==> src/rtl/onchip_flash_programmer.sv <==
// Avalon-MM master for the on-chip flash IP: unprotects and erases one sector,
// programs a stream of 32-bit words into it, then re-protects the sector.
// The CSR status register is polled after every erase and every word write.
module onchip_flash_programmer #(
  parameter int          ADDR_W         = 17,
  parameter int          CNT_W          = 17,
  parameter logic [23:0] TIMEOUT_CYCLES = 24'd12000000
) (
  input  logic              clock,
  input  logic              reset_n,
  input  logic              start,
  input  logic [2:0]        sector_sel,
  input  logic [ADDR_W-1:0] start_addr,
  input  logic [CNT_W-1:0]  word_count,
  input  logic [31:0]       din_data,
  input  logic              din_valid,
  output logic              din_ready,
  output logic              busy,
  output logic              done,
  output logic              error,
  output logic [1:0]        err_code,
  output logic [ADDR_W-1:0] avmm_data_addr,
  output logic              avmm_data_write,
  output logic [31:0]       avmm_data_writedata,
  output logic              avmm_data_read,
  output logic [3:0]        avmm_data_burstcount,
  input  logic              avmm_data_waitrequest,
  output logic              avmm_csr_addr,
  output logic              avmm_csr_read,
  output logic              avmm_csr_write,
  output logic [31:0]       avmm_csr_writedata,
  input  logic [31:0]       avmm_csr_readdata
);

  localparam logic [3:0] S_IDLE      = 4'd0;
  localparam logic [3:0] S_UNPROT    = 4'd1;
  localparam logic [3:0] S_ERASE     = 4'd2;
  localparam logic [3:0] S_E_POLL    = 4'd3;
  localparam logic [3:0] S_NEXT_WORD = 4'd4;
  localparam logic [3:0] S_WR        = 4'd5;
  localparam logic [3:0] S_W_POLL    = 4'd6;
  localparam logic [3:0] S_PROT      = 4'd7;
  localparam logic [3:0] S_FINISH    = 4'd8;

  localparam logic [1:0] ERR_NONE   = 2'd0;
  localparam logic [1:0] ERR_SECTOR = 2'd1;
  localparam logic [1:0] ERR_ERASE  = 2'd2;
  localparam logic [1:0] ERR_WRITE  = 2'd3;

  localparam logic [19:0] PAGE_ALL = 20'hFFFFF;

  logic [3:0]        state_q, state_d;
  logic [2:0]        sector_q, sector_d;
  logic [ADDR_W-1:0] addr_q, addr_d;
  logic [CNT_W-1:0]  count_q, count_d;
  logic [31:0]       wdata_q, wdata_d;
  logic [23:0]       tmo_q, tmo_d;
  logic              phase_q, phase_d;   // 0: issue status read, 1: evaluate readdata
  logic [1:0]        err_q, err_d;
  logic              error_q, error_d;

  logic [4:0]        wp_unprot;
  logic              stat_busy;
  logic              unused_readdata;

  assign wp_unprot = 5'h1F & ~(5'b00001 << (sector_q - 3'd1));
  assign stat_busy = (avmm_csr_readdata[1:0] != 2'b00);
  assign unused_readdata = &{1'b0, avmm_csr_readdata[31:5], avmm_csr_readdata[2]};

  // Next-state logic for the sequencer and its datapath registers.
  always_comb begin
    // NOTE: every variable gets a default first so no path infers a latch.
    state_d  = state_q;
    sector_d = sector_q;
    addr_d   = addr_q;
    count_d  = count_q;
    wdata_d  = wdata_q;
    tmo_d    = tmo_q;
    phase_d  = phase_q;
    err_d    = err_q;
    error_d  = error_q;
    case (state_q)
      S_IDLE: begin
        if (start) begin
          sector_d = sector_sel;
          addr_d   = start_addr;
          count_d  = word_count;
          err_d    = ERR_NONE;
          error_d  = 1'b0;
          if (sector_sel == 3'd0 || sector_sel > 3'd5) begin
            err_d   = ERR_SECTOR;
            error_d = 1'b1;
            state_d = S_FINISH;
          end else begin
            state_d = S_UNPROT;
          end
        end
      end
      S_UNPROT: state_d = S_ERASE;
      S_ERASE: begin
        tmo_d   = '0;
        phase_d = 1'b0;
        state_d = S_E_POLL;
      end
      S_E_POLL, S_W_POLL: begin
        tmo_d = tmo_q + 24'd1;
        if (!phase_q) begin
          phase_d = 1'b1;
        end else begin
          phase_d = 1'b0;
          if (stat_busy) begin
            if (tmo_q >= TIMEOUT_CYCLES) begin
              err_d   = (state_q == S_E_POLL) ? ERR_ERASE : ERR_WRITE;
              state_d = S_PROT;
            end
          end else if (state_q == S_E_POLL) begin
            if (avmm_csr_readdata[4]) begin
              state_d = S_NEXT_WORD;
            end else begin
              err_d   = ERR_ERASE;
              state_d = S_PROT;
            end
          end else begin
            if (avmm_csr_readdata[3]) begin
              addr_d  = addr_q + 1'b1;
              count_d = count_q - 1'b1;
              state_d = S_NEXT_WORD;
            end else begin
              err_d   = ERR_WRITE;
              state_d = S_PROT;
            end
          end
        end
      end
      S_NEXT_WORD: begin
        if (count_q == '0) begin
          state_d = S_PROT;
        end else if (din_valid) begin
          wdata_d = din_data;
          state_d = S_WR;
        end
      end
      S_WR: begin
        if (!avmm_data_waitrequest) begin
          tmo_d   = '0;
          phase_d = 1'b0;
          state_d = S_W_POLL;
        end
      end
      S_PROT: begin
        error_d = (err_q != ERR_NONE);
        state_d = S_FINISH;
      end
      S_FINISH: state_d = S_IDLE;
      default:  state_d = S_IDLE;
    endcase
  end

  // State registers with synchronous active-low reset; reset aborts any operation.
  always_ff @(posedge clock) begin
    // NOTE: sequential state uses non-blocking assignments only.
    if (!reset_n) begin
      state_q  <= S_IDLE;
      sector_q <= '0;
      addr_q   <= '0;
      count_q  <= '0;
      wdata_q  <= '0;
      tmo_q    <= '0;
      phase_q  <= 1'b0;
      err_q    <= ERR_NONE;
      error_q  <= 1'b0;
    end else begin
      state_q  <= state_d;
      sector_q <= sector_d;
      addr_q   <= addr_d;
      count_q  <= count_d;
      wdata_q  <= wdata_d;
      tmo_q    <= tmo_d;
      phase_q  <= phase_d;
      err_q    <= err_d;
      error_q  <= error_d;
    end
  end

  // CSR control word for the current write state: unprotect, erase or protect.
  always_comb begin
    avmm_csr_writedata = '0;
    case (state_q)
      S_UNPROT: avmm_csr_writedata = {4'hF, wp_unprot, 3'b111, PAGE_ALL};
      S_ERASE:  avmm_csr_writedata = {4'hF, wp_unprot, sector_q, PAGE_ALL};
      S_PROT:   avmm_csr_writedata = {4'hF, 5'h1F, 3'b111, PAGE_ALL};
      default:  avmm_csr_writedata = '0;
    endcase
  end

  // Strobes are decoded from the state, so at most one bus strobe is ever high.
  assign avmm_csr_write       = (state_q == S_UNPROT) || (state_q == S_ERASE) || (state_q == S_PROT);
  assign avmm_csr_read        = ((state_q == S_E_POLL) || (state_q == S_W_POLL)) && !phase_q;
  assign avmm_csr_addr        = avmm_csr_write;
  assign avmm_data_write      = (state_q == S_WR);
  assign avmm_data_addr       = addr_q;
  assign avmm_data_writedata  = wdata_q;
  assign avmm_data_read       = 1'b0;
  assign avmm_data_burstcount = 4'd1;
  assign din_ready            = (state_q == S_NEXT_WORD) && (count_q != '0);
  assign busy                 = (state_q != S_IDLE) && (state_q != S_FINISH);
  assign done                 = (state_q == S_FINISH);
  assign error                = error_q;
  assign err_code             = err_q;

endmodule

==> config.mk <==
export PLATFORM = sky130hd
export DESIGN_NAME = onchip_flash_programmer
export DESIGN_NICKNAME = d
export VERILOG_FILES = /design/src/rtl/onchip_flash_programmer.sv
export SDC_FILE = /design/constraint.sdc
export NUM_CORES = 1
export LEC_CHECK = 0
export ABC_AREA = 1
export CORE_AREA = 2 2 116 118
export CTS_CLUSTER_DIAMETER = 200
export CTS_CLUSTER_SIZE = 8
export DETAILED_ROUTE_END_ITERATION = 7
export DIE_AREA = 0 0 118 120
export PLACE_DENSITY = 0.81
export SLEW_MARGIN = 20
export SYNTH_ARGS = -nofsm -noshare
export SYNTH_HDL_FRONTEND = slang
export SYNTH_SLANG_ARGS = --single-unit
==> constraint.sdc <==
create_clock -name clock -period 2.1 [get_ports clock]
set_clock_uncertainty 0.2 [all_clocks]
set_input_delay 0.21 -clock clock [delete_from_list [all_inputs] [get_ports clock]]
set_output_delay 0.21 -clock clock [all_outputs]
set_load 0.1 [all_outputs]
==> results of run 1 <==
worst paths after layout:
check,to,slack [ps],depth (start not counted)
hold reg to reg,avmm_data_writedata[15]$_SDFFE_PN0P_,260,2
setup / recovery,avmm_csr_writedata[24],-150,8
hold / removal,avmm_data_writedata[11]$_SDFFE_PN0P_,220,3
setup reg to reg,tmo_q[4]$_SDFFE_PN0P_,130,12
what timing repair did:
action / in CTS / in global routing
buffers inserted: 11 / 9
gates cloned: 2 / 1
pin swaps: 12 / 7
hold buffers: 0 / 0
endpoints found under the setup margin: 35 / 39
gates resized for setup: 29 / 21
per-stage QoR:
stage           util  std cells  hold slack, ps  TNS (ps)
5_1_grt        0.685       1280             231     -3170
6_report       0.685       1280             219     -1670
4_1_cts        0.673       1272             209      -673
3_3_place_gp   0.631       1243             248         0
3_5_place_dp   0.631       1243             254         0
2_1_floorplan      -        936             148     -9580
where the power goes:
group / internal, uW / total, uW / switching, uW
combinational: 4020 / 12300 / 8310
sequential: 2360 / 2830 / 470
clock: 959 / 1810 / 848
registers in the layout (all words and copies together) (netlist names):
register             flops
avmm_data_addr          17
avmm_data_writedata     32
count_q                 17
err_code                 2
error                    1
phase_q                  1
sector_q                 3
state_q                  4
tmo_q                   24
worst max-delay path: cells and delay by family, from the launching register on:
family / cells / cell delay (ps)
buf+inv: 3 / 480
flops: 1 / 370
compound gates: 2 / 340
simple gates: 3 / 290
cell families after synthesis:
group                      synth area share
and+or+nand+nor                       0.375
adders and majority gates            0.0104
xor gates and xnor gates             0.0117
DFF                                   0.338
AOI/OAI and AO/OA                     0.141
other                               0.00125
buffers and inverters                 0.123
placed cells by master, fill, tap and decap left out, drive strengths merged, types with 12 or more instances in the layout:
cell type | netlist | layout
nand2 | 263 | 263
buf | 51 | 140
nand3 | 107 | 107
nor2 | 106 | 106
dfxtp | 101 | 101
a21oi | 97 | 97
inv | 83 | 86
clkdlybuf4s50 | 0 | 77
o21ai | 31 | 31
nand4 | 22 | 22
nor3 | 12 | 12
metal layers:
metal | vias to the layer above | global-route usage | wire, um
met3 | 46 | 0.0509 | 1360
met4 | 0 | 0.119 | 578
li1 | 3365 | - | -
met2 | 268 | 0.431 | 9150
met5 | - | 0 | 0
met1 | 3058 | 0.313 | 7370
final cells by class:
class                      count  area [um2]  area share
tap                          176         220      0.0248
multi-input combinational    686        3500       0.394
inverter                      83         329      0.0370
timing repair buffer         218        2480       0.279
clock buffer                   9         225      0.0253
clock inverter                 7        88.8     0.00998
sequential                   101        2050       0.230
==> results.py, run 1 <==
metrics = {
    "outcome": {
        "status": "finished, violations left",
        "violations": "setup timing",
    },
    "floorplanning": {
        "core_mm2": 0.0130,
        "dieArea_mm2": 0.0142,
        "start_util": 0.462,
        "die_w_um": 118,
        "rows": 42,
        "die_y_um": 120,
        "ioPinCount": 202,
    },
    "setup_path": {
        "crit_start": "state_q[3]$_SDFFE_PN0P_",
        "crit_fanout": 5,
        "worstPathRequired_ps": 1690,
        "max_stage_delay_ps": 370,
        "path_class": "flip-flop to primary output",
        "cp_cell_sequence": "inv_4 -> nand2_4 -> nor2_4 -> a21oi_4 -> nand2_8 -> clkinvlp_4 -> a41oi_4 -> buf_12",
        "critical_path.endpoint_type": "primary output",
        "reg2reg_from": "state_q[3]$_SDFFE_PN0P_",
        "arrival_ps": 1840,
        "critPathLaunchType": "flip-flop",
        "slowest_stage": "dfxtp_4",
    },
    "clocking": {
        "cts_tree": "built",
        "htreeDepth": 3,
        "clock-root-buffer": "clkbuf_16",
        "cts_inserted_buffers": 9,
        "clock_sinks": 101,
        "cts_buffer_depth": 2,
        "insertion_delay_ps": 360,
        "path_clk_slew_ps": 80,
    },
    "placed_design": {
        "placed_area_mm2": 0.00819,
        "portBuffers": 168,
        "place_ws_ps": 61.2,
        "dp_hpwl_mm": 12.3,
        "place_congestion": 0.932,
    },
    "synth": {
        "synth-seq-cells": 101,
        "synth_top_area_share": 0.338,
        "yosys_warnings": 0,
        "synth_ff_type": "dfxtp_1",
        "netlist_instances": 933,
        "yosys-top-cells-count": "252 x nand2_1, 107 x nand3_1, 101 x dfxtp_1",
        "synth.largest_area_cell": "dfxtp_1",
        "ys_types": 42,
        "async_reset_ff_frac": 0,
        "synth_edf_count": 0,
        "synthTopCellsByArea": "dfxtp_1 34%, nand2_1 16%, nand3_1 8.9%, a21oi_1 8.1%, nor2_1 6.1%",
        "synth.yosys.seq_area_share": 0.338,
        "synth.most_common_cell": "nand2_1",
        "synth.cell_area_mm2": 0.00599,
        "avgSynthCellArea_um2": 6.42,
    },
    "sta": {
        "fmax_ghz": 0.444,
        "period_share": 1.07,
        "tightest_slew_ps": 599,
        "setup_ws_ps": -151,
        "hold_viol": 0,
        "maxSlewHeadroom": 0.601,
        "slew_violations": 0,
        "setup_viol": 34,
        "finalCriticalPeriod_ps": 2250,
        "rsz0062_at_grt": "yes",
    },
    "detailed_routing": {
        "dr.pass1.iters": 5,
        "drtAntennaViolNets": 0,
        "num_vias": 6737,
        "vias_per_cell": 5.26,
        "postRouteWirelength_mm": 18.5,
        "post-route-drc-count": 0,
        "wire_per_inst_um": 14.4,
        "drt_iter0_drc": 700,
    },
    "worst_hold_path": {
        "worst_hold_startpoint": "din_data[11]",
        "hold_class": "input pin to flip-flop",
    },
    "layout": {
        "final_net_count": 1210,
        "drive_gt1_frac": 0.214,
        "post-route-cell-area_mm2": 0.00890,
        "syn2layout_area_growth_pct": 48.5,
        "nFillCells": 1046,
        "antennaDiodeCount": 0,
    },
    "global_routing": {
        "grtUsageTotal": 0.255,
        "grt_max_degree": 53,
        "antenna_found_initial": 0,
        "grt_pass1_wl_mm": 30.0,
        "grt_overflow": 0,
        "grt_pass1_vias": 6230,
    },
    "power": {
        "cellPowerDensity_mw_per_mm2": 1910,
        "peakVddDrop_v": 0.00227,
        "total_power_uw": 17000,
        "power.leakage_uw": 0.00359,
    },
    "job": {
        "cap_viol_max_count": 0,
    },
}
(Power assumes the default switching activity.)
==> inputs of run 2 (changes only) <==
CORE_AREA = 2 2 115 117   (was 2 2 116 118)
CTS_BUF_LIST = sky130_fd_sc_hd__clkbuf_4   (was unset)
DIE_AREA = 0 0 117 119   (was 0 0 118 120)
PLACE_DENSITY = 0.93   (was 0.81)
==> run 2 against run 1 <==
Net effect: the run still ends with setup timing left; critical path depth is the same; clock power shrank 39%; largest power group unchanged; final area shrank 0.60%; highest routed layer unchanged; sequential share of layout area grew 0.17 points; worst setup slack lost 140 ps; sequential power is essentially flat; combinational power is essentially flat.
==> results.py, run 2 (same netlist as run 1, synthesis figures left out) <==
metrics = {
    "detailed_routing": {
        "num_vias": 6964,
        "drtAntennaViolNets": 0,
        "vias_per_cell": 5.43,
        "postRouteWirelength_mm": 19.6,
        "dr.pass1.iters": 5,
        "post-route-drc-count": 0,
        "wire_per_inst_um": 15.3,
        "drt_iter0_drc": 956,
    },
    "setup_path": {
        "cp_cell_sequence": "inv_4 -> nand2_4 -> nor2_4 -> a21oi_4 -> nand2_8 -> clkinvlp_4 -> a41oi_4 -> buf_12",
        "path_class": "flip-flop to primary output",
        "critPathLaunchType": "flip-flop",
        "max_stage_delay_ps": 400,
        "path_buf_inv": 3,
        "slowest_stage": "dfxtp_4",
        "ff2ff_path_depth": 11,
        "reg2reg_slack_ps": 80,
        "r2r_end": "avmm_data_writedata[5]$_SDFFE_PN0P_",
        "worstPathRequired_ps": 1690,
        "arrival_ps": 1980,
        "crit_fanout": 5,
        "critical_path.endpoint_type": "primary output",
        "reg2reg_from": "state_q[3]$_SDFFE_PN0P_",
        "crit_family": "buffers and inverters",
    },
    "sta": {
        "slew_violations": 0,
        "period_share": 1.14,
        "rsz0062_at_grt": "yes",
        "hold_viol": 0,
        "setup_viol": 36,
        "setup_ws_ps": -294,
        "whs_ps": 68.3,
        "fmax_ghz": 0.418,
        "finalCriticalPeriod_ps": 2390,
        "setup_tns_ps": -6330,
    },
    "floorplanning": {
        "dieArea_mm2": 0.0139,
        "die_y_um": 119,
        "start_util": 0.465,
        "die_w_um": 117,
        "rows": 42,
        "core_mm2": 0.0129,
        "ioPinCount": 202,
    },
    "clocking": {
        "clock-root-buffer": "clkbuf_4",
        "cts_tree": "built",
        "cts_inserted_buffers": 9,
        "path_clk_slew_ps": 170,
        "htreeDepth": 3,
        "insertion_delay_ps": 490,
        "clock_sinks": 101,
        "holdBufCountCts": 0,
        "cts_buffer_depth": 2,
    },
    "worst_hold_path": {
        "hold_path_end": "avmm_data_writedata[26]$_SDFFE_PN0P_",
        "worst_hold_startpoint": "din_data[26]",
        "hold_class": "input pin to flip-flop",
        "hold_path_depth": 3,
    },
    "global_routing": {
        "grt_overflow": 0,
        "grt_max_degree": 58,
        "grt_pass1_vias": 6563,
        "grtUsageTotal": 0.273,
        "antenna_found_initial": 1,
        "grt_pass1_wl_mm": 30.7,
    },
    "layout": {
        "stdcell_count": 1282,
        "drive_gt1_frac": 0.221,
        "syn2layout_area_growth_pct": 47.6,
        "final_net_count": 1211,
        "mostFrequentLayoutCells": "243 x nand2_1, 105 x nand3_1, 94 x a21oi_1",
        "largest_register_ffs": 32,
        "final_common_cell": "nand2_1",
        "fin_util": 0.687,
    },
    "outcome": {
        "status": "finished, violations left",
        "violations": "setup timing",
    },
    "placed_design": {
        "place_ws_ps": 20.3,
        "place_inst": 1243,
        "dp_hpwl_mm": 13.1,
        "place_congestion": 0.925,
        "portBuffers": 168,
    },
    "job": {
        "cap_viol_max_count": 0,
    },
    "power": {
        "power.leakage_uw": 0.00356,
        "cellPowerDensity_mw_per_mm2": 1860,
        "peakVddDrop_v": 0.00231,
    },
}
==> run 2: changes by cell type in the layout (fill, tap and decap cells not counted), sizes merged <==
cell | before | now
buf | 140 | 139
clkinvlp | 3 | 2
bufbuf | 0 | 2
diode | 0 | 1
clkinv | 0 | 3
nand2 | 263 | 264
inv | 86 | 83
==> run 2: cell type report <==
cell class,count,area (um2)
clock inverter,6,70.1
tap,176,220
timing repair buffer,218,2510
sequential,101,2050
fill,960,4030
multi-input combinational,687,3580
clock buffer,10,75.1
inverter,83,337
antenna,1,2.50
==> run 2: worst register-to-register path, stage by stage (launching register included) <==
cell and delay [ps]:
dfxtp_4 400, inv_4 60, nand2_4 50, buf_4 130, buf_4 140, nor2_1 160, nand2_2 90, inv_4 70
buf_6 160, buf_6 180, nand3_1 130, a21oi_2 190
==> run 2: how the worst max path moves through the flow <==
stage	endpoint	from	cells past startpoint	slack (ps)
2_1_floorplan	avmm_csr_writedata[23]	state_q[3]$_SDFFE_PN0P_	7	-370
6_report	avmm_csr_writedata[25]	state_q[3]$_SDFFE_PN0P_	8	-290
5_1_grt	avmm_csr_writedata[25]	state_q[3]$_SDFFE_PN0P_	8	-360
3_3_place_gp	count_q[2]$_SDFFE_PN0P_	avmm_csr_readdata[1]	10	80
4_1_cts	avmm_csr_writedata[25]	state_q[0]$_SDFFE_PN0P_	7	-280
3_5_place_dp	count_q[2]$_SDFFE_PN0P_	avmm_csr_readdata[1]	10	20
==> run 2: metal layers <==
metal	vias to the layer above	part of all wire	track usage
met4	0	0.033	0.127
met2	337	0.51	0.475
li1	3363	-	-
met1	3212	0.38	0.317
met3	52	0.074	0.0534
met5	-	0	0
==> run 2: where the power goes <==
| part | switching (uW) | leakage (uW) | total (uW) | internal (uW) |
|---|---|---|---|---|
| registers | 489 | 0.000829 | 2850 | 2360 |
| logic | 8440 | 0.00265 | 12500 | 4090 |
| clock network | 714 | 0.0000814 | 1100 | 388 |
==> run 2: what timing repair did <==
| item | CTS | global route |
|---|---|---|
| gates cloned | 3 | 1 |
| pin swaps | 13 | 3 |
| resized for setup | 39 | 31 |
| setup endpoints to repair | 37 | 108 |
| setup buffers | 15 | 6 |
==> run 2: metrics by stage <==
step,power [uW],instance area (um2)
2_1_floorplan,11300,6170
3_3_place_gp,14200,8200
3_5_place_dp,14400,8200
4_1_cts,16100,8700
5_1_grt,17200,8840
6_report,16500,8840
==> inputs of run 3 (changes only) <==
CORE_AREA = 2 2 110 123   (was 2 2 115 117)
DIE_AREA = 0 0 112 125   (was 0 0 117 119)
GPL_ROUTABILITY_DRIVEN = 0   (was unset)
PLACE_DENSITY = 0.92   (was 0.93)
==> run 3 against run 2 <==
Net effect: the run still ends with setup timing left; sequential share of layout area fell by 0.72 points; wire length rose by 14%; fmax fell by 6.4%; non-clock buffer count rose by 18; via count rose by 6.4%; sequential cell count did not move; count of clock-buffer cells in the layout fell by 1; register-to-register slack got worse by 150 ps; hold slack got worse by 28 ps; critical path depth did not move; critical path type unchanged.
==> results.py, run 3 (same netlist as run 1, synthesis figures left out) <==
metrics = {
    "outcome": {
        "status": "finished, violations left",
        "violations": "setup timing",
    },
    "clocking": {
        "cts_inserted_buffers": 9,
        "htreeDepth": 3,
        "clock-root-buffer": "clkbuf_4",
        "holdBufCountCts": 0,
        "clock_sinks": 101,
        "cts_buffer_depth": 2,
        "path_clk_slew_ps": 190,
        "insertion_delay_ps": 530,
        "cts_tree": "built",
    },
    "sta": {
        "setup_viol": 43,
        "fmax_ghz": 0.391,
        "period_share": 1.22,
        "slew_violations": 0,
        "whs_ps": 40.2,
        "finalCriticalPeriod_ps": 2560,
        "setup_ws_ps": -457,
        "hold_viol": 0,
        "rsz0062_at_grt": "yes",
        "setup_tns_ps": -12030,
    },
    "detailed_routing": {
        "dr.pass1.iters": 6,
        "drtAntennaViolNets": 0,
        "drt_iter0_drc": 881,
        "wire_per_inst_um": 17.4,
        "vias_per_cell": 5.77,
        "num_vias": 7409,
        "postRouteWirelength_mm": 22.3,
        "post-route-drc-count": 0,
    },
    "setup_path": {
        "max_stage_delay_ps": 410,
        "crit_start": "state_q[3]$_SDFFE_PN0P_",
        "arrival_ps": 2150,
        "crit_family": "buffers and inverters",
        "path_buf_inv": 3,
        "path_class": "flip-flop to primary output",
        "critical_path.endpoint_type": "primary output",
        "slowest_stage": "dfxtp_4",
        "cp_cell_sequence": "inv_4 -> nand2_4 -> nor2_4 -> a21oi_4 -> nand2_8 -> clkinvlp_4 -> a41oi_4 -> buf_12",
        "worstPathRequired_ps": 1690,
        "crit_fanout": 5,
        "reg2reg_from": "state_q[1]$_SDFFE_PN0P_",
        "critPathLaunchType": "flip-flop",
    },
    "floorplanning": {
        "die_y_um": 125,
        "rows": 44,
        "start_util": 0.465,
        "ioPinCount": 202,
        "core_mm2": 0.0129,
        "die_w_um": 112,
        "dieArea_mm2": 0.0140,
    },
    "worst_hold_path": {
        "worst_hold_startpoint": "din_data[25]",
        "hold_class": "input pin to flip-flop",
    },
    "global_routing": {
        "grt_overflow": 0,
        "antenna_found_initial": 1,
        "grtUsageTotal": 0.271,
        "grt_pass1_vias": 6704,
        "grt_max_degree": 56,
        "grt_pass1_wl_mm": 31.5,
    },
    "placed_design": {
        "portBuffers": 168,
        "place_inst": 1228,
        "dp_hpwl_mm": 13.0,
    },
    "layout": {
        "syn2layout_area_growth_pct": 52.5,
        "largest_register_ffs": 32,
        "drive_gt1_frac": 0.242,
        "stdcell_count": 1284,
        "final_common_cell": "nand2_1",
        "final_net_count": 1228,
        "mostFrequentLayoutCells": "239 x nand2_1, 104 x nand3_1, 95 x buf_4",
    },
    "job": {
        "cap_viol_max_count": 0,
    },
    "power": {
        "peakVddDrop_v": 0.00240,
        "cellPowerDensity_mw_per_mm2": 1900,
        "total_power_uw": 17400,
        "power.leakage_uw": 0.00369,
    },
}
[run 3: cell types whose count changed in the layout (fill, tap and decap cells not counted), sizes merged]
cell    before  now
buf        139  152
bufbuf       2    3
bufinv       1    0
clkbuf      10   13
inv         83   85
nand2      264  263
[run 3: routing by layer]
metal  share of wire  vias up  GRT usage
met5               0        -          0
met4           0.057        0      0.151
met3           0.093      116     0.0577
met2            0.50      494      0.478
met1            0.35     3392      0.303
li1                -     3407          -
[run 3: where the power goes]
group | leakage [uW] | internal [uW] | switching, uW
clock | 0.0000751 | 273 | 781
sequential | 0.000829 | 2360 | 502
combinational | 0.00278 | 4610 | 8850
total | 0.00369 | 7240 | 10100
[run 3: path summary, 6_finish.rpt]
check                                                             to  slack, ps  cells past startpoint
worst min register to register  avmm_data_writedata[25]$_SDFFE_PN0P_        280                      2
worst max register to register               state_q[1]$_SDFFE_PN0P_        -70                     12
worst min-delay path            avmm_data_writedata[25]$_SDFFE_PN0P_         40                      3
worst max-delay path                          avmm_csr_writedata[27]       -460                      8
[run 3: through the flow]
stage                util  area, um2  worst slack, ps
floorplan               -       6170             -368
global placement    0.635       8180             71.8
detailed placement  0.635       8180             37.4
CTS                 0.672       8660             -328
global route        0.709       9130             -491
finish              0.709       9130             -457
[run 3: timing repair]
item / in CTS / in global routing
setup buffers: 12 / 20
pin swaps: 13 / 11
gates cloned: 4 / 6
endpoints found under the setup margin: 36 / 112
gates resized for setup: 40 / 54
[run 3: cell type report]
type                    count  area, um2
multi-input cells         686       3620
repair buffers            236       2790
diodes                      1       2.50
clock buffers               9       67.6
well taps                 161        201
inverters                  83        342
clock inverters             7       62.6
flip-flops and latches    101       2050
fillers                   888       3750
[run 3: worst register-to-register path: stages, from the launching register on]
cell and delay, ps:
dfxtp_4 460, buf_4 140, nor2_4 40, buf_4 140
nand2_4 100, inv_2 50, nand2_2 100, nand2_2 120
nor2_1 230, nand3_2 200, nand2_1 160, nand2_1 80
nor2_1 80
